`src/rtl/os_skew_feeder.sv`:
```
// Operand feeder for one edge of the output-stationary MAC array: a vector FIFO
// followed by a per-row diagonal skew. Optional bubble counter under SKEW_BUBBLE_CNT_EN.

module os_skew_lane #(
    parameter int WORD_SIZE = 16,
    parameter int LAT       = 1
) (
    input  logic                 clk,
    input  logic                 rst,
    input  logic [WORD_SIZE-1:0] d,
    output logic [WORD_SIZE-1:0] q
);
    logic [LAT-1:0][WORD_SIZE-1:0] pipe_q, pipe_d;

    always_comb begin
        pipe_d    = pipe_q;
        pipe_d[0] = d;
        for (int k = 1; k < LAT; k++) pipe_d[k] = pipe_q[k-1];
    end

    always_ff @(posedge clk) begin
        if (!rst) pipe_q <= '0;
        else      pipe_q <= pipe_d;
    end

    assign q = pipe_q[LAT-1];
endmodule

module os_skew_feeder #(
    parameter int WORD_SIZE = 16,
    parameter int ROWS      = 4,
    parameter int DEPTH     = 8
) (
    input  logic                      clk,
    input  logic                      rst,
    input  logic                      in_valid,
    output logic                      in_ready,
    input  logic [ROWS*WORD_SIZE-1:0] in_data,
    input  logic                      in_last,
    output logic [ROWS*WORD_SIZE-1:0] left_out,
    output logic                      busy,
    output logic                      tile_done
`ifdef SKEW_BUBBLE_CNT_EN
    ,
    output logic [15:0]               bubble_cnt
`endif
);
    localparam int AW = $clog2(DEPTH);
    localparam int CW = AW + 1;
    localparam int FW = $clog2(ROWS) + 1;
    localparam int DW = ROWS * WORD_SIZE;

    typedef struct packed {
        logic          last;
        logic [DW-1:0] data;
    } entry_t;

    typedef enum logic [1:0] {S_IDLE, S_STREAM, S_FLUSH} state_t;

    entry_t          mem_q [DEPTH];
    logic [AW-1:0]   wr_ptr_q, wr_ptr_d, rd_ptr_q, rd_ptr_d;
    logic [CW-1:0]   count_q, count_d;
    state_t          state_q, state_d;
    logic [FW-1:0]   flush_cnt_q, flush_cnt_d;
    logic            full, empty, push, pop, bubble;
    entry_t          head;
    logic [DW-1:0]   lane_in;

    assign full     = (count_q == CW'(DEPTH));
    assign empty    = (count_q == '0);
    // Held low during reset so nothing is accepted into a FIFO about to be cleared.
    assign in_ready = rst && !full;
    assign push     = in_valid && in_ready;
    assign head     = mem_q[rd_ptr_q];
    assign busy     = (state_q != S_IDLE);

    always_comb begin
        state_d     = state_q;
        flush_cnt_d = flush_cnt_q;
        pop         = 1'b0;
        bubble      = 1'b0;
        tile_done   = 1'b0;
        case (state_q)
            S_IDLE: begin
                if (!empty) begin
                    pop         = 1'b1;
                    state_d     = head.last ? S_FLUSH : S_STREAM;
                    flush_cnt_d = '0;
                end
            end
            S_STREAM: begin
                if (!empty) begin
                    pop = 1'b1;
                    if (head.last) begin
                        state_d     = S_FLUSH;
                        flush_cnt_d = '0;
                    end
                end else begin
                    bubble = 1'b1;
                end
            end
            S_FLUSH: begin
                // Final flush cycle is when the last operand sits on lane ROWS-1.
                if (flush_cnt_q == FW'(ROWS - 1)) begin
                    tile_done = 1'b1;
                    state_d   = S_IDLE;
                end else begin
                    flush_cnt_d = flush_cnt_q + 1'b1;
                end
            end
            default: state_d = S_IDLE;
        endcase
    end

    always_comb begin
        wr_ptr_d = wr_ptr_q;
        rd_ptr_d = rd_ptr_q;
        count_d  = count_q;
        if (push) wr_ptr_d = wr_ptr_q + 1'b1;
        if (pop)  rd_ptr_d = rd_ptr_q + 1'b1;
        case ({push, pop})
            2'b10:   count_d = count_q + 1'b1;
            2'b01:   count_d = count_q - 1'b1;
            default: count_d = count_q;
        endcase
    end

    always_ff @(posedge clk) begin
        if (!rst) begin
            state_q     <= S_IDLE;
            flush_cnt_q <= '0;
            wr_ptr_q    <= '0;
            rd_ptr_q    <= '0;
            count_q     <= '0;
        end else begin
            state_q     <= state_d;
            flush_cnt_q <= flush_cnt_d;
            wr_ptr_q    <= wr_ptr_d;
            rd_ptr_q    <= rd_ptr_d;
            count_q     <= count_d;
        end
    end

    always_ff @(posedge clk) begin
        if (push) mem_q[wr_ptr_q] <= '{last: in_last, data: in_data};
    end

    // Zero when nothing pops: doubles as the flush filler and the stream bubble.
    assign lane_in = pop ? head.data : '0;

    for (genvar i = 0; i < ROWS; i++) begin : g_lane
        os_skew_lane #(
            .WORD_SIZE (WORD_SIZE),
            .LAT       (i + 1)
        ) u_lane (
            .clk (clk),
            .rst (rst),
            .d   (lane_in[i*WORD_SIZE +: WORD_SIZE]),
            .q   (left_out[i*WORD_SIZE +: WORD_SIZE])
        );
    end

`ifdef SKEW_BUBBLE_CNT_EN
    logic [15:0] bubble_cnt_q, bubble_cnt_d;

    always_comb begin
        bubble_cnt_d = bubble_cnt_q;
        if (state_q == S_IDLE && !empty)          bubble_cnt_d = '0;
        else if (bubble && bubble_cnt_q != 16'hFFFF) bubble_cnt_d = bubble_cnt_q + 1'b1;
    end

    always_ff @(posedge clk) begin
        if (!rst) bubble_cnt_q <= '0;
        else      bubble_cnt_q <= bubble_cnt_d;
    end

    assign bubble_cnt = bubble_cnt_q;
`endif
endmodule

```
`config.mk`:
```
export PLATFORM = sky130hd
export DESIGN_NAME = os_skew_feeder
export DESIGN_NICKNAME = d
export VERILOG_FILES = /design/src/rtl/os_skew_feeder.sv
export SDC_FILE = /design/constraint.sdc
export NUM_CORES = 1
export LEC_CHECK = 0
export ABC_AREA = 1
export CORE_AREA = 4 4 278 280
export CTS_CLUSTER_SIZE = 16
export DETAILED_ROUTE_END_ITERATION = 10
export DIE_AREA = 0 0 282 284
export GPL_TIMING_DRIVEN = 0
export PLACE_DENSITY = 0.62
export SETUP_SLACK_MARGIN = 0.15
export SYNTH_ARGS = -nofsm -noshare
export SYNTH_HDL_FRONTEND = slang
export SYNTH_HIERARCHICAL = 1
export SYNTH_SLANG_ARGS = --single-unit
```
`constraint.sdc`:
```
create_clock -name clk -period 7.4 [get_ports clk]
set_clock_uncertainty 0.15 [all_clocks]
set_input_delay 0.74 -clock clk [delete_from_list [all_inputs] [get_ports clk]]
set_output_delay 0.74 -clock clk [all_outputs]
set_load 0.005 [all_outputs]
```
# Word level (Yosys, flattened, before mapping)
# Memories as Yosys holds them, arrays and structs flattened. A register that Yosys moved wholly into a read port is not among the register bits.
# Cells that the tools add are included.
# totals
elab_cells	64
n_memories	1
mem_bits_ro	0
out_inout_bits	67
mem_bits_rw	520
latchBits	0
in_bits	68
ff_bits	175
# classes
muxes	20
shift	0
add_sub_neg	5
magnitude_cmp	0
reduce_logical	12
n_eq_ne	11
mul	0
n_bitwise	0
n_div	0
# memory_table
name	depth	word_bits	rd	rd_ports_with_merged_regs	wr	line	text
mem_q	8	65	1	1	1	60	entry_t mem_q [DEPTH];
# ops
operator	count
2-to-1 mux 3 bit	6
2-to-1 mux 2 bit	5
!= test 2 bit (second input constant)	5
adder 3 x 1 -> 3 bit (second input constant)	3
case mux 3 bit (3 select lines)	1
case mux 4 bit (2 select lines)	1
2-to-1 mux 1 bit	6
case mux 2 bit (3 select lines)	1
AND reduction 5 bit	1
adder 4 x 1 -> 4 bit (second input constant)	1
equality test 2 x 1 -> 1 bit (second input constant)	2
equality test 2 bit (second input constant)	2
equality test 4 bit (second input constant)	1
zero test 4 bit	1
AND reduction 4 bit	1
nonzero test 2 bit	2
subtractor 4 x 1 -> 4 bit (second input constant)	1
equality test 3 x 2 -> 1 bit (second input constant)	1
nonzero test 3 bit	1
logical AND 1 bit	2
zero test 2 bit	1
AND reduction 2 bit	1
OR reduction 2 bit	1
zero test 1 bit	1

# Depth between registers and ports, before layout
# Gate-level depths: netlist of the first run.
# logic_depth
word_depth	6
mapped_depth	13
mapped_depth_nobuf	12

# Hierarchy
# Netlist of the first run, hierarchy kept.
# by_module_without_submodules
mod	n_inst	area_per_inst_um2	cells_per_inst	seq_area_each_um2
os_skew_feeder	1	21302.9	1682	15975.3
os_skew_lane (g_lane[3].u_lane)	1	1840.5	199	1281.2
os_skew_lane (g_lane[2].u_lane)	1	1361.3	149	960.9
os_skew_lane (g_lane[1].u_lane)	1	914.6	99	640.6
os_skew_lane (g_lane[0].u_lane)	1	484.2	50	320.3

# Worst setup path after synthesis of the first run
# No wires, ideal clock.
# synth_path
kind	input port to flip-flop
startpoint	input rst
endpoint	memory mem_q[1][0] (netlist name) (enable)
path_slack_ns	2.670
path_stages	6
n_path_buf	0
arrival_time_ns	4.092
required_time_ns	6.762
setup_ns	0.488
path_cell_list	inv_1 > a31oi_2 > nand2_1 > nor2_1 > inv_1 > nor2_1
# synth_via
elab_chain_cells	4
# synth_rtl
element	line	text
start: declaration	35	input logic rst,
logical AND 1 bit	72	assign in_ready = rst && !full;
named net in_ready	37	output logic in_ready,
logical AND 1 bit	73	assign push = in_valid && in_ready;
2-to-1 mux 1 bit	145	if (push) mem_q[wr_ptr_q] <= '{last: in_last, data: in_data};
2-to-1 mux 1 bit (implied by the code)	145	
end: declaration	60	
# The timed path passes the listed nets, and every way through them passes these cells.

# Worst setup path in the final report of the first run
# layout_path
startpoint	input rst
endpoint	memory mem_q[5][31] (netlist name) (enable)
# layout_via
elab_chain_cells	4
# layout_rtl
element	line
logical AND 1 bit	72
logical AND 1 bit	73
2-to-1 mux 1 bit	145
2-to-1 mux 1 bit (implied by the code)	145
# Every way passes these cells.

==> metrics.txt, run 1 <==
outcome complete, no violations; vias in the first global route 16760; Clock Path Buffers 3; Int Pwr 0.007829 W; post-synthesis register bit count 698; Async SR Flop Fraction 0; Slew @ Worst Pin 1110 ps; Worst EP arrival 4210 ps; port bufs 134; DIE WIDTH 282 um; Setup Buffers After CTS 0; Sw Ratio 0.3191; CTS clk-pin slew, worst paths 60 ps; nets 2485; DIE HEIGHT 284 um; antenna violations before repair 9; commonest cells in the netlist 520 x edfxtp_1, 470 x nor2_1, 273 x o21ai_0; Critical Path RT 7550 ps; crit path launch type primary input; fraction of layout cells with a size suffix above 1 0.1002; fin crit period 4059 ps; cell with the most instances after synthesis edfxtp_1; First-pass DRT Iterations 5; row cnt 100; die area 0.08009 mm2; H-tree depth 3; cts hold-fix bufs 0; Avg Inst Size Synth 11.89 um2; CTS tree done; worst-path cell with the longest stage delay clkdlybuf4s50_1; post-cts sizing count 0; CTS sink count 698; CP endpoint mem_q[5][31]; fin. max-slew vios 0; Seq/Total Area, Yosys 0.7404; post-route setup slack 3341 ps; Final setup viols 0; critical path peak fanout 27; final HPWL from detailed placement 41.49 mm; Pwr per Cell Area 364.4 mW/mm2; Max-Cap Viols 0; Residual DRC 0; top cells by area, synth edfxtp_1 60%, dfxtp_1 14%, nor2_1 6.8%, o21ai_0 5.3%, nand2_1 2.8%; syn nets 2254; share of the synthesized area in the top cell type 0.6028; Synth Flop Type edfxtp_1; core area 0.07445 mm2; critical path class primary input to register; R2R depth 7; Max VDD drop 0.0001739 V; synth unique cells 27; clock power share 0.334; most frequent CP cell inv_1; DRT Wirelength 63.50 mm; CTS root buf clkbuf_16; CP endpoint kind register; total gr overflow 0; Avg WL per Cell 18.42 um; worst hold-check path type register to register; fillers 6730; EDFF count, synth 520; crit-path cells clkdlybuf4s50_1 > inv_1 > a31oi_2 > nand2_1 > nor2_1 > inv_1 > nor2_4 > buf_12; most area-hungry cell type in the Yosys netlist edfxtp_1; cell count after placement 3300; P_leak 11.98 nW; routability cong. 0.8006; post-DR vias/cell 4.845; starting density of the core 0.3479; Max Clk Rate 0.2463 GHz; DP Worst Slack 2531 ps; clock latency on the worst-skew pair 640 ps; switching power total 0.003669 W; I/O pins 135; worst setup path start rst; Reg2Reg Setup Slack 4570 ps; initial drt markers 1293; RSZ-0062 raised after global routing false; first-pass GRT wire length 96.63 mm; Syn Inst Count 2179; final hold violations 0; part of the power in registers 0.400; Final period util 0.5486; Tot GR Track Use 0.1558; Synth Warn # 6; r2r startpoint count_q[0]; CP max stage delay 1200 ps; Detail Route Antenna Nets 0; Post-Layout Cell Count 3448; Num CTS Buffers 77; reg2reg end mem_q[5][31]; cell area after synthesis 0.02590 mm2; Area Growth Syn to Fin 21.81%; Logic pwr share 0.266; Slew headroom 0.2574; largest net degree at the start of global routing 28; via count 16700; hold depth 2
-- metrics by stage --
| step | hold WS, ps | cell area [um2] | TNS [ps] | power [W] | utilization |
|---|---|---|---|---|---|
| after floorplan | 240.5 | 25900 | 0 | 0.006568 | - |
| after global placement | 247.1 | 28460 | -745750 | 0.007667 | 0.3823 |
| after detailed placement | 246.6 | 28920 | 0 | 0.007735 | 0.3885 |
| after CTS | 250.2 | 31540 | 0 | 0.01160 | 0.4237 |
| after global routing | 277.9 | 31550 | 0 | 0.01211 | 0.4237 |
| final | 252.0 | 31550 | 0 | 0.01150 | 0.4238 |
-- flip-flops by register name, indices dropped and copies added (netlist names), named ones only --
| register | count |
|---|---|
| count_q | 4 |
| g_lane.u_lane/pipe_d | 96 |
| wr_ptr_q | 3 |
| rd_ptr_q | 3 |
| mem_q | 520 |
| state_q | 2 |
| flush_cnt_q | 3 |
| g_lane.u_lane/q | 64 |
-- critical path: cells and delay by family --
kind | cells | cell delay (ps)
simple gates | 3 | 1140
compound gates | 1 | 310
buf+inv | 4 | 1970
-- cell usage in the layout, fill, tap and decap left out, types with 2 or more instances in the layout --
| master | Yosys | routed |
|---|---|---|
| edfxtp_1 | 520 | 520 |
| nor2_1 | 470 | 462 |
| o21ai_0 | 273 | 273 |
| nand2_1 | 193 | 193 |
| inv_1 | 178 | 179 |
| dfxtp_1 | 178 | 178 |
| clkdlybuf4s50_1 | 0 | 134 |
| o21ai_1 | 118 | 118 |
| clkbuf_16 | 0 | 84 |
| a31oi_1 | 64 | 64 |
| clkbuf_1 | 46 | 60 |
| buf_2 | 36 | 36 |
| buf_6 | 25 | 25 |
| clkinv_2 | 0 | 17 |
| buf_12 | 2 | 14 |
| nand3_1 | 13 | 13 |
| inv_2 | 12 | 12 |
| clkbuf_8 | 0 | 12 |
| a21oi_1 | 11 | 11 |
| nor2_4 | 0 | 8 |
| buf_8 | 7 | 7 |
| ha_1 | 7 | 7 |
| buf_16 | 0 | 6 |
| buf_4 | 5 | 5 |
| nand2_2 | 5 | 5 |
| diode_2 | 0 | 4 |
| buf_1 | 4 | 4 |
| inv_6 | 1 | 3 |
| xor2_1 | 3 | 3 |
| nand4_1 | 3 | 3 |
| clkinvlp_4 | 0 | 3 |
| clkinv_8 | 0 | 3 |
| nor3_1 | 2 | 2 |
| inv_16 | 0 | 2 |
| bufinv_16 | 0 | 2 |
| clkinv_1 | 0 | 2 |
-- cell families after synthesis --
logic type	count (synthesis)	synth area share
AO/OA/AOI/OAI	467	0.09361
adder cells (fa/ha/maj)	7	0.003381
XOR/XNOR	4	0.001353
buffers and inverters	316	0.05999
AND/OR/NAND/NOR	687	0.1013
flip-flops	698	0.7404
-- power groups by stage --
stage	sequential (W)	combinational (W)	clock (W)
final	0.00459	0.00306	0.00384
after CTS	0.00460	0.00308	0.00393
after global placement	0.00468	0.00298	0
after global routing	0.00462	0.00340	0.00409
after floorplan	0.00468	0.00189	0
after detailed placement	0.00468	0.00306	0
-- how the worst min path moves through the flow --
| stage | startpoint | endpoint | slack (ps) |
|---|---|---|---|
| after floorplan | g_lane[1].u_lane/pipe_d[16] | g_lane[1].u_lane/q[0] | 240 |
| after global placement | g_lane[3].u_lane/pipe_d[22] | g_lane[3].u_lane/pipe_d[38] | 250 |
| after detailed placement | g_lane[3].u_lane/pipe_d[18] | g_lane[3].u_lane/pipe_d[34] | 250 |
| after CTS | g_lane[3].u_lane/pipe_d[18] | g_lane[3].u_lane/pipe_d[34] | 250 |
| after global routing | g_lane[3].u_lane/pipe_d[48] | g_lane[3].u_lane/q[0] | 280 |
| final | g_lane[3].u_lane/pipe_d[18] | g_lane[3].u_lane/pipe_d[34] | 250 |
-- metal layers --
metal	track usage	routed length, um	up-vias
met2	0.2682	31560	544
li1	-	-	7894
met3	0.03521	4382	121
met1	0.1944	26010	8137
met4	0.05017	1491	8
met5	0	54	-
-- layout make-up --
class                           count  area [um2]  share of cell area
Tap cell                          969        1212             0.03842
Timing Repair Buffer              152        1747             0.05536
Multi-Input combinational cell   1165        5231              0.1658
Sequential cell                   698       19180              0.6078
Antenna cell                        4       10.01           0.0003172
Inverter                          191       721.9             0.02288
Clock buffer                      110        2320             0.07352
Clock inverter                     34       300.3            0.009517
Buffer                            125       832.0             0.02637
No activity file was read; power rests on OpenSTA's default activity.
==> run 2: changes to the inputs <==
==> constraint.sdc (replaced) <==
create_clock -name clk -period 4.1 [get_ports clk]
set_clock_uncertainty 0.15 [all_clocks]
set_input_delay 0.41 -clock clk [delete_from_list [all_inputs] [get_ports clk]]
set_output_delay 0.41 -clock clk [all_outputs]
set_load 0.005 [all_outputs]
==> run 2 against run 1 <==
Total power grew 79%. Cell count is essentially flat. Sequential power grew 81%. Highest routed layer unchanged. Register-to-register slack lost 3400 ps. Non-clock buffer count is the same. Hold slack gained 3.0 ps.
==> metrics.txt, run 2 (synthesis results as in run 1) <==
post-DR vias/cell 4.761 (was 4.845); Critical Path RT 4250 ps (was 7550 ps); Detail Route Antenna Nets 0 (unchanged); Area Growth Syn to Fin 21.32% (was 21.81%); vias in the first global route 16430 (was 16760); Power Total 0.02056 W (was 0.01150 W); core area 0.07445 mm2 (unchanged); nets 2485 (unchanged); Multi-input gate area 0.005231 mm2 (unchanged); I/O pins 135 (unchanged); starting density of the core 0.3479 (unchanged); Largest register FFs 520 (unchanged); Final setup viols 0 (unchanged); hold path endpoint g_lane[1].u_lane/q[15] (was g_lane[3].u_lane/pipe_d[34]); first-pass GRT wire length 96.61 mm (was 96.63 mm); RSZ-0062 raised after global routing false (unchanged); CP endpoint kind register (unchanged); commonest cells after routing, fill and taps aside 520 x edfxtp_1, 462 x nor2_1, 273 x o21ai_0, 193 x nand2_1 (was 520 x edfxtp_1, 462 x nor2_1, 273 x o21ai_0, 193 x nand2_1, 179 x inv_1); R2R depth 8 (was 7); Num CTS Buffers 77 (unchanged); crit-path cells dlygate4sd2_1 > inv_1 > a31oi_2 > nand2_1 > nor2_1 > inv_1 > nor2_4 > buf_12 > buf_12 (was clkdlybuf4s50_1 > inv_1 > a31oi_2 > nand2_1 > nor2_1 > inv_1 > nor2_4 > buf_12); crit path launch type primary input (unchanged); final HPWL from detailed placement 41.39 mm (was 41.49 mm); reg2reg end mem_q[1][21] (was mem_q[5][31]); critical path class primary input to register (unchanged); origin of the worst min-delay path g_lane[1].u_lane/pipe_d[31] (was g_lane[3].u_lane/pipe_d[18]); Avg WL per Cell 18.33 um (was 18.42 um); commonest non-fill, non-tap cell in the layout edfxtp_1 (unchanged); Tot GR Track Use 0.1562 (was 0.1558); CTS sink count 698 (unchanged); port bufs 134 (unchanged); P_leak 11.90 nW (was 11.98 nW); fraction of layout cells with a size suffix above 1 0.09587 (was 0.1002); fin. max-slew vios 0 (unchanged); routability cong. 0.7936 (was 0.8006); CTS clk-pin slew, worst paths 60 ps (about the same); register area 0.01918 mm2 (unchanged); Placed Area 0.02891 mm2 (was 0.02892 mm2); DIE HEIGHT 284 um (unchanged); total gr overflow 0 (unchanged); initial drt markers 1297 (was 1293); critical path peak fanout 25 (was 27); final instance area 0.03143 mm2 (was 0.03155 mm2); Max Clk Rate 0.2794 GHz; fin crit period 3580 ps; Max-Cap Viols 0 (unchanged); CTS tree done (unchanged); CTS root buf clkbuf_16 (unchanged); Worst EP arrival 3730 ps (was 4210 ps); Residual DRC 0 (unchanged); Setup Buffers After CTS 0 (unchanged); Pwr per Cell Area 654.2 mW/mm2 (was 364.4 mW/mm2); Max VDD drop 0.0003262 V (was 0.0001739 V); Final period util 0.8731; cts hold-fix bufs 0 (unchanged); First-pass DRT Iterations 5 (unchanged); worst-path cell with the longest stage delay dlygate4sd2_1 (was clkdlybuf4s50_1); die area 0.08009 mm2 (unchanged); Biggest register mem_q (unchanged); Clock Path Buffers 3 (unchanged); CP max stage delay 930 ps (was 1200 ps); fillers 6746 (was 6730); antenna violations before repair 9 (unchanged); DIE WIDTH 282 um (unchanged); hold depth 2 (unchanged); row cnt 100 (unchanged); tightest hold margin 254.9 ps (was 252.0 ps); clock latency on the worst-skew pair 610 ps (was 640 ps); Slew headroom 0.2591 (was 0.2574); DRT Wirelength 63.15 mm (was 63.50 mm); outcome complete, no violations (unchanged); H-tree depth 3 (unchanged); via count 16410 (was 16700); Fin Setup TNS 0 ps (unchanged); cell count after placement 3300 (unchanged); Slew @ Worst Pin 1111 ps (was 1110 ps); Reg2Reg Setup Slack 1150 ps (was 4570 ps); r2r startpoint count_q[1] (was count_q[0]); Post-Layout Cell Count 3446 (was 3448); largest net degree at the start of global routing 29 (was 28); final hold violations 0 (unchanged); worst hold-check path type register to register (unchanged)
run 2: cell count changes in the layout (fill, tap and decap cells not counted), moves of 2 or more:
cell	change
buf_12	+2
buf_16	-2
bufinv_16	+4
clkbuf_1	-6
clkbuf_16	-5
clkbuf_8	-6
clkinv_1	+15
clkinv_2	-5
inv_16	-2
run 2: final cells by class:
cell class,count,area share
repair buffers,152,0.05506
well taps,969,0.03858
inverters,191,0.02297
diodes,5,0.0003981
clock buffers,94,0.06665
flip-flops and latches,698,0.6103
multi-input cells,1165,0.1665
plain buffers,125,0.02648
clock inverters,47,0.01314
run 2: metrics by stage:
step                  util  setup WS [ps]
floorplan                -         -300.0
global placement    0.3824          -4722
detailed placement  0.3883         -553.3
CTS                 0.4220          368.6
global route        0.4221          185.3
finish              0.4221          520.4
run 2: worst max-delay path by stage:
stage | startpoint | end | slack [ps]
after floorplan | rst | mem_q[1][0] | -300
after global placement | rst | mem_q[7][38] | -4720
after detailed placement | rst | mem_q[1][18] | -550
after CTS | rst | mem_q[1][34] | 370
after global routing | rst | mem_q[1][38] | 190
final | rst | mem_q[1][21] | 520
run 2: power breakdown:
part / internal (W) / switching, W / total, W
registers: 0.00814 / 0.000157 / 0.00829
clock network: 0.00402 / 0.00273 / 0.00675
logic: 0.00188 / 0.00364 / 0.00552
run 2: metal layers:
layer  vias up  wire length [um]  GRT usage  part of all wire
met5         -                35          0           0.00055
met4         6              1456    0.05257             0.023
met3       107              3996    0.03340             0.063
met2       514             31560     0.2727              0.50
met1      7890             26100     0.1917              0.41
li1       7888                 -          -                 -
run 2: critical path: cells and delay by family:
family / cells / cell delay, ps
buf+inv: 5 / 1910
simple gates: 3 / 1020
compound gates: 1 / 320
run 2: repair_timing:
action | CTS | global route
hold endpoints to repair | 0 | 0
resized for setup | 1 | 0
setup endpoints to repair | 24 | 0
